### src/rtl/simon_pkg.sv
// Shared types and defaults for the SIMON 64/96 job sequencer.
package simon_pkg;

  localparam int unsigned SIMON_N = 32;
  localparam int unsigned SIMON_M = 3;

  typedef enum logic [2:0] {
    IDLE      = 3'd0,
    KEY_REQ   = 3'd1,
    KEY_WAIT  = 3'd2,
    DATA_REQ  = 3'd3,
    DATA_WAIT = 3'd4,
    READ      = 3'd5,
    OUT       = 3'd6
  } state_e;

  typedef logic [SIMON_M-1:0][SIMON_N-1:0] key_t;
  typedef logic [2*SIMON_N-1:0]            block_t;

  // States in which the sequencer is waiting on the core and the watchdog runs.
  function automatic logic is_core_wait(input state_e s);
    return (s == KEY_REQ) || (s == KEY_WAIT) || (s == DATA_REQ) ||
           (s == DATA_WAIT) || (s == READ);
  endfunction

endpackage

### src/rtl/simon_wdog.sv
// Stall watchdog: counts cycles spent in one core-wait state, flags when TIMEOUT is hit.
module simon_wdog #(
  parameter int unsigned TIMEOUT = 255
) (
  input  logic clk,
  input  logic nR,
  input  logic clr,
  input  logic en,
  output logic timeout_c
);

  localparam int unsigned CW = (TIMEOUT < 2) ? 1 : $clog2(TIMEOUT);
  localparam logic [CW-1:0] LIMIT = CW'(TIMEOUT - 1);

  logic [CW-1:0] cnt_q, cnt_d;

  // The TIMEOUT-th cycle in a state is the one that aborts.
  assign timeout_c = en && (cnt_q == LIMIT);

  always_comb begin
    cnt_d = cnt_q;
    if (clr) begin
      cnt_d = '0;
    end else if (en && !timeout_c) begin
      cnt_d = cnt_q + CW'(1);
    end
  end

  always_ff @(posedge clk or negedge nR) begin
    if (!nR) begin
      cnt_q <= '0;
    end else begin
      cnt_q <= cnt_d;
    end
  end

endmodule

### src/rtl/simon_job_ctrl.sv
// Valid/ready job front-end for one SIMON core: key caching, core handshakes,
// result channel and watchdog abort.
module simon_job_ctrl
  import simon_pkg::*;
#(
  parameter int unsigned N       = SIMON_N,
  parameter int unsigned M       = SIMON_M,
  parameter int unsigned TAGW    = 4,
  parameter int unsigned TIMEOUT = 255
) (
  input  logic              clk,
  input  logic              nR,
  input  logic              req_valid,
  output logic              req_ready,
  input  logic              req_enc_dec,
  input  logic [2*N-1:0]    req_data,
  input  logic [M*N-1:0]    req_key,
  input  logic [TAGW-1:0]   req_tag,
  output logic              res_valid,
  input  logic              res_ready,
  output logic [2*N-1:0]    res_data,
  output logic [TAGW-1:0]   res_tag,
  output logic              res_err,
  output logic              core_newKey,
  output logic              core_newData,
  output logic              core_readData,
  output logic              core_enc_dec,
  output logic [M*N-1:0]    core_key,
  output logic [2*N-1:0]    core_plain,
  input  logic              core_ldKey,
  input  logic              core_ldData,
  input  logic              core_doneKey,
  input  logic              core_doneData,
  input  logic [2*N-1:0]    core_cipher
);

  state_e            state_q, state_d;
  logic              req_ready_q, req_ready_d;
  logic              res_valid_q, res_valid_d;
  logic [2*N-1:0]    res_data_q, res_data_d;
  logic [TAGW-1:0]   res_tag_q, res_tag_d;
  logic              res_err_q, res_err_d;
  logic              new_key_q, new_key_d;
  logic              new_data_q, new_data_d;
  logic              read_data_q, read_data_d;
  logic              enc_dec_q, enc_dec_d;
  logic [M*N-1:0]    key_q, key_d;
  logic [2*N-1:0]    plain_q, plain_d;
  logic              key_valid_q, key_valid_d;
  logic              accept_c;
  logic              key_miss_c;
  logic              wd_clr_c;
  logic              wd_en_c;
  logic              timeout_c;

  assign accept_c   = (state_q == IDLE) && req_valid && req_ready_q;
  // key_q doubles as the cache of the last key handed to the core.
  assign key_miss_c = !key_valid_q || (req_key != key_q);
  assign wd_clr_c   = (state_d != state_q);
  assign wd_en_c    = is_core_wait(state_q);

  simon_wdog #(
    .TIMEOUT (TIMEOUT)
  ) u_wdog (
    .clk       (clk),
    .nR        (nR),
    .clr       (wd_clr_c),
    .en        (wd_en_c),
    .timeout_c (timeout_c)
  );

  always_comb begin
    state_d     = state_q;
    res_valid_d = res_valid_q;
    res_data_d  = res_data_q;
    res_tag_d   = res_tag_q;
    res_err_d   = res_err_q;
    new_key_d   = new_key_q;
    new_data_d  = new_data_q;
    read_data_d = read_data_q;
    enc_dec_d   = enc_dec_q;
    key_d       = key_q;
    plain_d     = plain_q;
    key_valid_d = key_valid_q;
    req_ready_d = 1'b0;

    unique case (state_q)
      IDLE: begin
        if (accept_c) begin
          enc_dec_d = req_enc_dec;
          plain_d   = req_data;
          res_tag_d = req_tag;
          res_err_d = 1'b0;
          if (key_miss_c) begin
            key_d     = req_key;
            new_key_d = 1'b1;
            state_d   = KEY_REQ;
          end else begin
            new_data_d = 1'b1;
            state_d    = DATA_REQ;
          end
        end
      end
      KEY_REQ: begin
        if (core_ldKey) begin
          new_key_d = 1'b0;
          if (core_doneKey) begin
            key_valid_d = 1'b1;
            new_data_d  = 1'b1;
            state_d     = DATA_REQ;
          end else begin
            state_d = KEY_WAIT;
          end
        end
      end
      KEY_WAIT: begin
        if (core_doneKey) begin
          key_valid_d = 1'b1;
          new_data_d  = 1'b1;
          state_d     = DATA_REQ;
        end
      end
      DATA_REQ: begin
        if (core_ldData) begin
          new_data_d = 1'b0;
          if (core_doneData) begin
            res_data_d  = core_cipher;
            read_data_d = 1'b1;
            state_d     = READ;
          end else begin
            state_d = DATA_WAIT;
          end
        end
      end
      DATA_WAIT: begin
        if (core_doneData) begin
          res_data_d  = core_cipher;
          read_data_d = 1'b1;
          state_d     = READ;
        end
      end
      READ: begin
        if (!core_doneData) begin
          read_data_d = 1'b0;
          res_valid_d = 1'b1;
          state_d     = OUT;
        end
      end
      OUT: begin
        if (res_ready) begin
          res_valid_d = 1'b0;
          state_d     = IDLE;
        end
      end
      default: begin
        state_d = IDLE;
      end
    endcase

    // A stalled core handshake returns an error result instead of hanging.
    if (timeout_c) begin
      new_key_d   = 1'b0;
      new_data_d  = 1'b0;
      read_data_d = 1'b0;
      key_valid_d = 1'b0;
      res_data_d  = '0;
      res_err_d   = 1'b1;
      res_valid_d = 1'b1;
      state_d     = OUT;
    end

    req_ready_d = (state_d == IDLE) && !res_valid_d;
  end

  always_ff @(posedge clk or negedge nR) begin
    if (!nR) begin
      state_q     <= IDLE;
      req_ready_q <= 1'b0;
      res_valid_q <= 1'b0;
      res_data_q  <= '0;
      res_tag_q   <= '0;
      res_err_q   <= 1'b0;
      new_key_q   <= 1'b0;
      new_data_q  <= 1'b0;
      read_data_q <= 1'b0;
      enc_dec_q   <= 1'b0;
      key_q       <= '0;
      plain_q     <= '0;
      key_valid_q <= 1'b0;
    end else begin
      state_q     <= state_d;
      req_ready_q <= req_ready_d;
      res_valid_q <= res_valid_d;
      res_data_q  <= res_data_d;
      res_tag_q   <= res_tag_d;
      res_err_q   <= res_err_d;
      new_key_q   <= new_key_d;
      new_data_q  <= new_data_d;
      read_data_q <= read_data_d;
      enc_dec_q   <= enc_dec_d;
      key_q       <= key_d;
      plain_q     <= plain_d;
      key_valid_q <= key_valid_d;
    end
  end

  assign req_ready     = req_ready_q;
  assign res_valid     = res_valid_q;
  assign res_data      = res_data_q;
  assign res_tag       = res_tag_q;
  assign res_err       = res_err_q;
  assign core_newKey   = new_key_q;
  assign core_newData  = new_data_q;
  assign core_readData = read_data_q;
  assign core_enc_dec  = enc_dec_q;
  assign core_key      = key_q;
  assign core_plain    = plain_q;

endmodule

### config.mk
export PLATFORM = sky130hd
export DESIGN_NAME = simon_job_ctrl
export DESIGN_NICKNAME = d
export VERILOG_FILES = /design/src/rtl/simon_pkg.sv /design/src/rtl/simon_wdog.sv /design/src/rtl/simon_job_ctrl.sv
export SDC_FILE = /design/constraint.sdc
export NUM_CORES = 1
export LEC_CHECK = 0
export BUFFER_PORTS_ARGS = -buffer_cell sky130_fd_sc_hd__buf_2
export CAP_MARGIN = 20
export CORE_AREA = 2 2 182 184
export DETAILED_ROUTE_END_ITERATION = 8
export DIE_AREA = 0 0 184 186
export PLACE_DENSITY = 0.72
export SYNTH_ARGS = -nofsm -noshare
export SYNTH_HDL_FRONTEND = slang
export SYNTH_SLANG_ARGS = --single-unit
### constraint.sdc
create_clock -name clk -period 2.8 [get_ports clk]
set_input_delay 0.56 -clock clk [delete_from_list [all_inputs] [get_ports clk]]
set_output_delay 0.56 -clock clk [all_outputs]
set_load 0.02 [all_outputs]
==> metrics.md <==
| Metric | Value |
|---|---|
| Crit path DAT | 3.07 ns |
| CTS Hold Bufs | 0 |
| DR iter-0 viols | 525 |
| Hold crit path type | in -> async |
| Routed WL | around 33000 µm |
| Peak Freq | roughly 370 MHz |
| Most frequent cells in the layout | 470 x buf_2, 344 x nand2_1, 247 x dfrtp_1 |
| Area of placed instances | roughly 0.014 mm² |
| Clk Latency, worst-skew pair | 0.54 ns |
| Setup slack, reg-to-reg | between 0.1 and 0.15 ns |
| Yosys warnings | 0 |
| Setup crit start | core_key[81] |
| Post-CTS setup buffers | 0 |
| Hpwl dp | roughly 25000 µm |
| Final Net Count | roughly 1800 |
| Max_slew headroom | 0.492 |
| Placeable core area | 0.0322 mm² |
| Setup violations, final | 0 |
| Mux share of post-synthesis cell area | 0.0927 |
| Register bit total from synthesis | between 200 and 250 |
| Clock sink count | 247 |
| Clk Tree Root Cell | clkbuf_16 |
| R2r startpoint | core_key[81] |
| Wire per inst | 16.7 µm |
| XOR/XNOR share of the synthesized area | 0.0687 |
| H-tree depth | 1 |
| FF-to-FF End | core_key[13] |
| Syn avg cell area | around 10 µm² |
| Commonest non-fill, non-tap cell in the layout | buf_2 |
| Post-Place Cells | ~1900 |
| Critical Path Start Type | flip-flop |
| Mapped Area | between 0.01 and 0.015 mm² |
| Cells on worst reg2reg path | 8 |
| Remaining antenna violation count | 0 |
| Post-route minimum period | 2.67 ns |
| Die X | between 150 and 200 µm |
| Num CTS Buffers | 29 |
| Number of flops mapped to enable cells by yosys | 0 |
| Finished Cell Area | about 0.015 mm² |
| Initial Utilization | 0.337 |
| Drt first pass iters | 5 |
| CP endpoint | core_key[13] |
| # IOs | 472 |
| CP max FO | 27 |
| Crit-path max cell delay | about 0.56 ns |
| Max Clock Skew | ~0.021 ns |
| Combinational power share | 0.414 |
| Vias per Instance | about 4.8 |
| DRC | 0 |
| Syn nets | between 1000 and 1500 |
| Async S/R FF share, synth | 1.00 |
| Compound-gate portion of the synthesized area | 0.0682 |
| Port Buffers | 471 |
| Largest net degree at the start of global routing | 74 |
| Post-synthesis cell count | between 1000 and 1500 |
| Status | complete, no violations |
| Vias | 9472 |
| Leak | approximately 7.7 nW |
| Clock Path Buffers | 3 |
| Peak supply drop | ~0.5 mV |
| Sw Ratio | 0.401 |
| Cell Rows | 66 |
| Worst Setup End Kind | flip-flop |
| Die Span Y | around 190 µm |
| CTS tree | built |
| Die area | 0.0342 mm² |
| Hold Fails Final Rpt | 0 |
| Simple-gate share of the synthesized area | 0.167 |
| Top FF cell, synth | dfrtp_1 |
| Worst path bufs/invs | 2 |
| CP delay by family, top | simple AND/OR/NAND/NOR gates |
| Sequential Power Share | 0.354 |
| Final Max Tran Viols | 0 |
| Worst-Margin Slew | 0.761 ns |
| First-pass GRT wire length | 49700 µm |
| Layout cells sized above 1 | 0.414 |
| Largest family of logic cells by synthesized area | simple AND/OR/NAND/NOR gates |
| Fin cells | ~2000 |
| RD Place Congestion | approximately 0.84 |
| Initial antenna violation count | 5 |
| Distinct cell type count after synthesis | 47 |
| Final worst-path cycle share | 0.953 |
| Vias in the first global route | 9293 |
| WP depth | 8 |
| Global route overflow | 0 |
| WP data required | roughly 3.2 ns |
| Int Pwr | approximately 11 mW |
| Layout Area Growth over Synthesis | 37.7% |
| Sequential share of the synthesized area | 0.570 |
| CP Class | reg -> reg |
| Psw | about 7.2 mW |
| Clk pwr share | 0.231 |
| Maxcap violations | 0 |
| GRT Total Usage | 0.182 |
| Adder-cell share of the synthesized area | 0.00231 |
| P per Cell Area | around 1200 mW/mm² |
| Crit-path cells | xor2_1, nor4_1, buf_4, nand4_1, or4_4, and2_4, buf_12, mux2_4 |
| Unrepaired setup endpoints after global routing | no |
| CP max-delay cell | or4_4 |
| Clk pin slew, worst setup/hold paths | around 0.06 ns |
[cell type report]
class                      count  area, µm²
multi-input combinational    738       4390
clock inverter                13        244
sequential                   247       6180
antenna                        6       15.0
timing repair buffer         502       2690
inverter                      23       86.3
fill                        3037      17300
clock buffer                  39        813
tap                          408        510
[power by group through the flow]
stage	combinational [mW]	clock (mW)	sequential, mW
finish	7.45	4.16	6.37
detailed placement	7.49	0	6.39
global placement	7.37	0	6.30
floorplan	2.60	0	8.33
global route	8.08	4.43	6.58
CTS	7.51	4.28	6.36
[metal layers]
| metal | wire (µm) | GRT usage | vias up | part of all wire |
|---|---|---|---|---|
| li1 | - | - | 4485 | - |
| met2 | 16200 | 0.310 | 365 | 0.49 |
| met5 | 0 | 0 | - | 0 |
| met1 | 13300 | 0.223 | 4555 | 0.40 |
| met4 | 1020 | 0.0707 | 0 | 0.031 |
| met3 | 2490 | 0.0454 | 67 | 0.076 |
[flip-flops by register name, summed over array words and instances (netlist names)]
name and count:
state_q 3, core_enc_dec 1, res_data 64, key_valid_q 1, core_newData 1, core_newKey 1, req_ready 1, res_tag 4
core_readData 1, u_wdog.cnt_q 8, core_plain 64, res_valid 1, core_key 96, res_err 1
[worst min-delay path by stage]
stage / slack (ns) / end
after floorplan: 0.26 / core_enc_dec
after global placement: 0.45 / core_plain[62]
after detailed placement: 0.46 / core_plain[3]
after CTS: 0.006 / core_newKey
after global routing: 0.03 / core_key[22]
final: 0.003 / core_key[20]
[stage by stage]
stage	util	TNS (ns)	hold WS, ns	power [mW]	setup slack (ns)
after global routing	0.463	0	0.0276	19.1	0.0403
after CTS	0.462	0	0.00602	18.1	0.0234
after floorplan	-	0	0.264	10.9	0.00309
after global placement	0.429	-20.33	0.453	13.7	-0.259
final	0.463	0	0.00253	18.0	0.132
after detailed placement	0.429	-21.10	0.457	13.9	-0.269
[cells by family after synthesis]
family	after synthesis
adder cells (fa/ha/maj)	2
buffers and inverters	79
AND/OR/NAND/NOR	437
multiplexers	84
XOR/XNOR	85
AO/OA/AOI/OAI	130
flip-flops	247
[cell usage after synthesis, types with 3 or more instances]
library cell  number  area share
mux2_4            16       0.022
nand3_1           18      0.0083
nand2_1          344        0.12
nand2b_1           7      0.0040
nor2_1            15      0.0052
inv_1             23      0.0080
buf_6              4      0.0042
clkbuf_1          40       0.014
o21ai_0           26       0.012
nand4_1           18       0.010
xor2_1            31       0.025
a21oi_1           71       0.033
buf_1              5      0.0017
buf_2              7      0.0032
a22o_1             5      0.0040
nor3_1            11      0.0051
a21o_1             3      0.0021
mux2_2            67       0.070
xnor2_1           54       0.044
o22ai_1            7      0.0040
nor4_1            13      0.0075
dfrtp_1          247        0.57
[what timing repair did]
item	4_1_cts	5_1_grt
gates resized for setup	2	4
pin swaps	0	5
setup endpoints to repair	3	84
[worst reg2reg max path, cell delays in order, from the launching register on]
cell,delay [ns]
dfrtp_1,0.40
xor2_1,0.17
nor4_1,0.38
buf_4,0.21
nand4_1,0.10
or4_4,0.56
and2_4,0.23
buf_12,0.19
mux2_4,0.32
(Power assumes the default switching activity.)
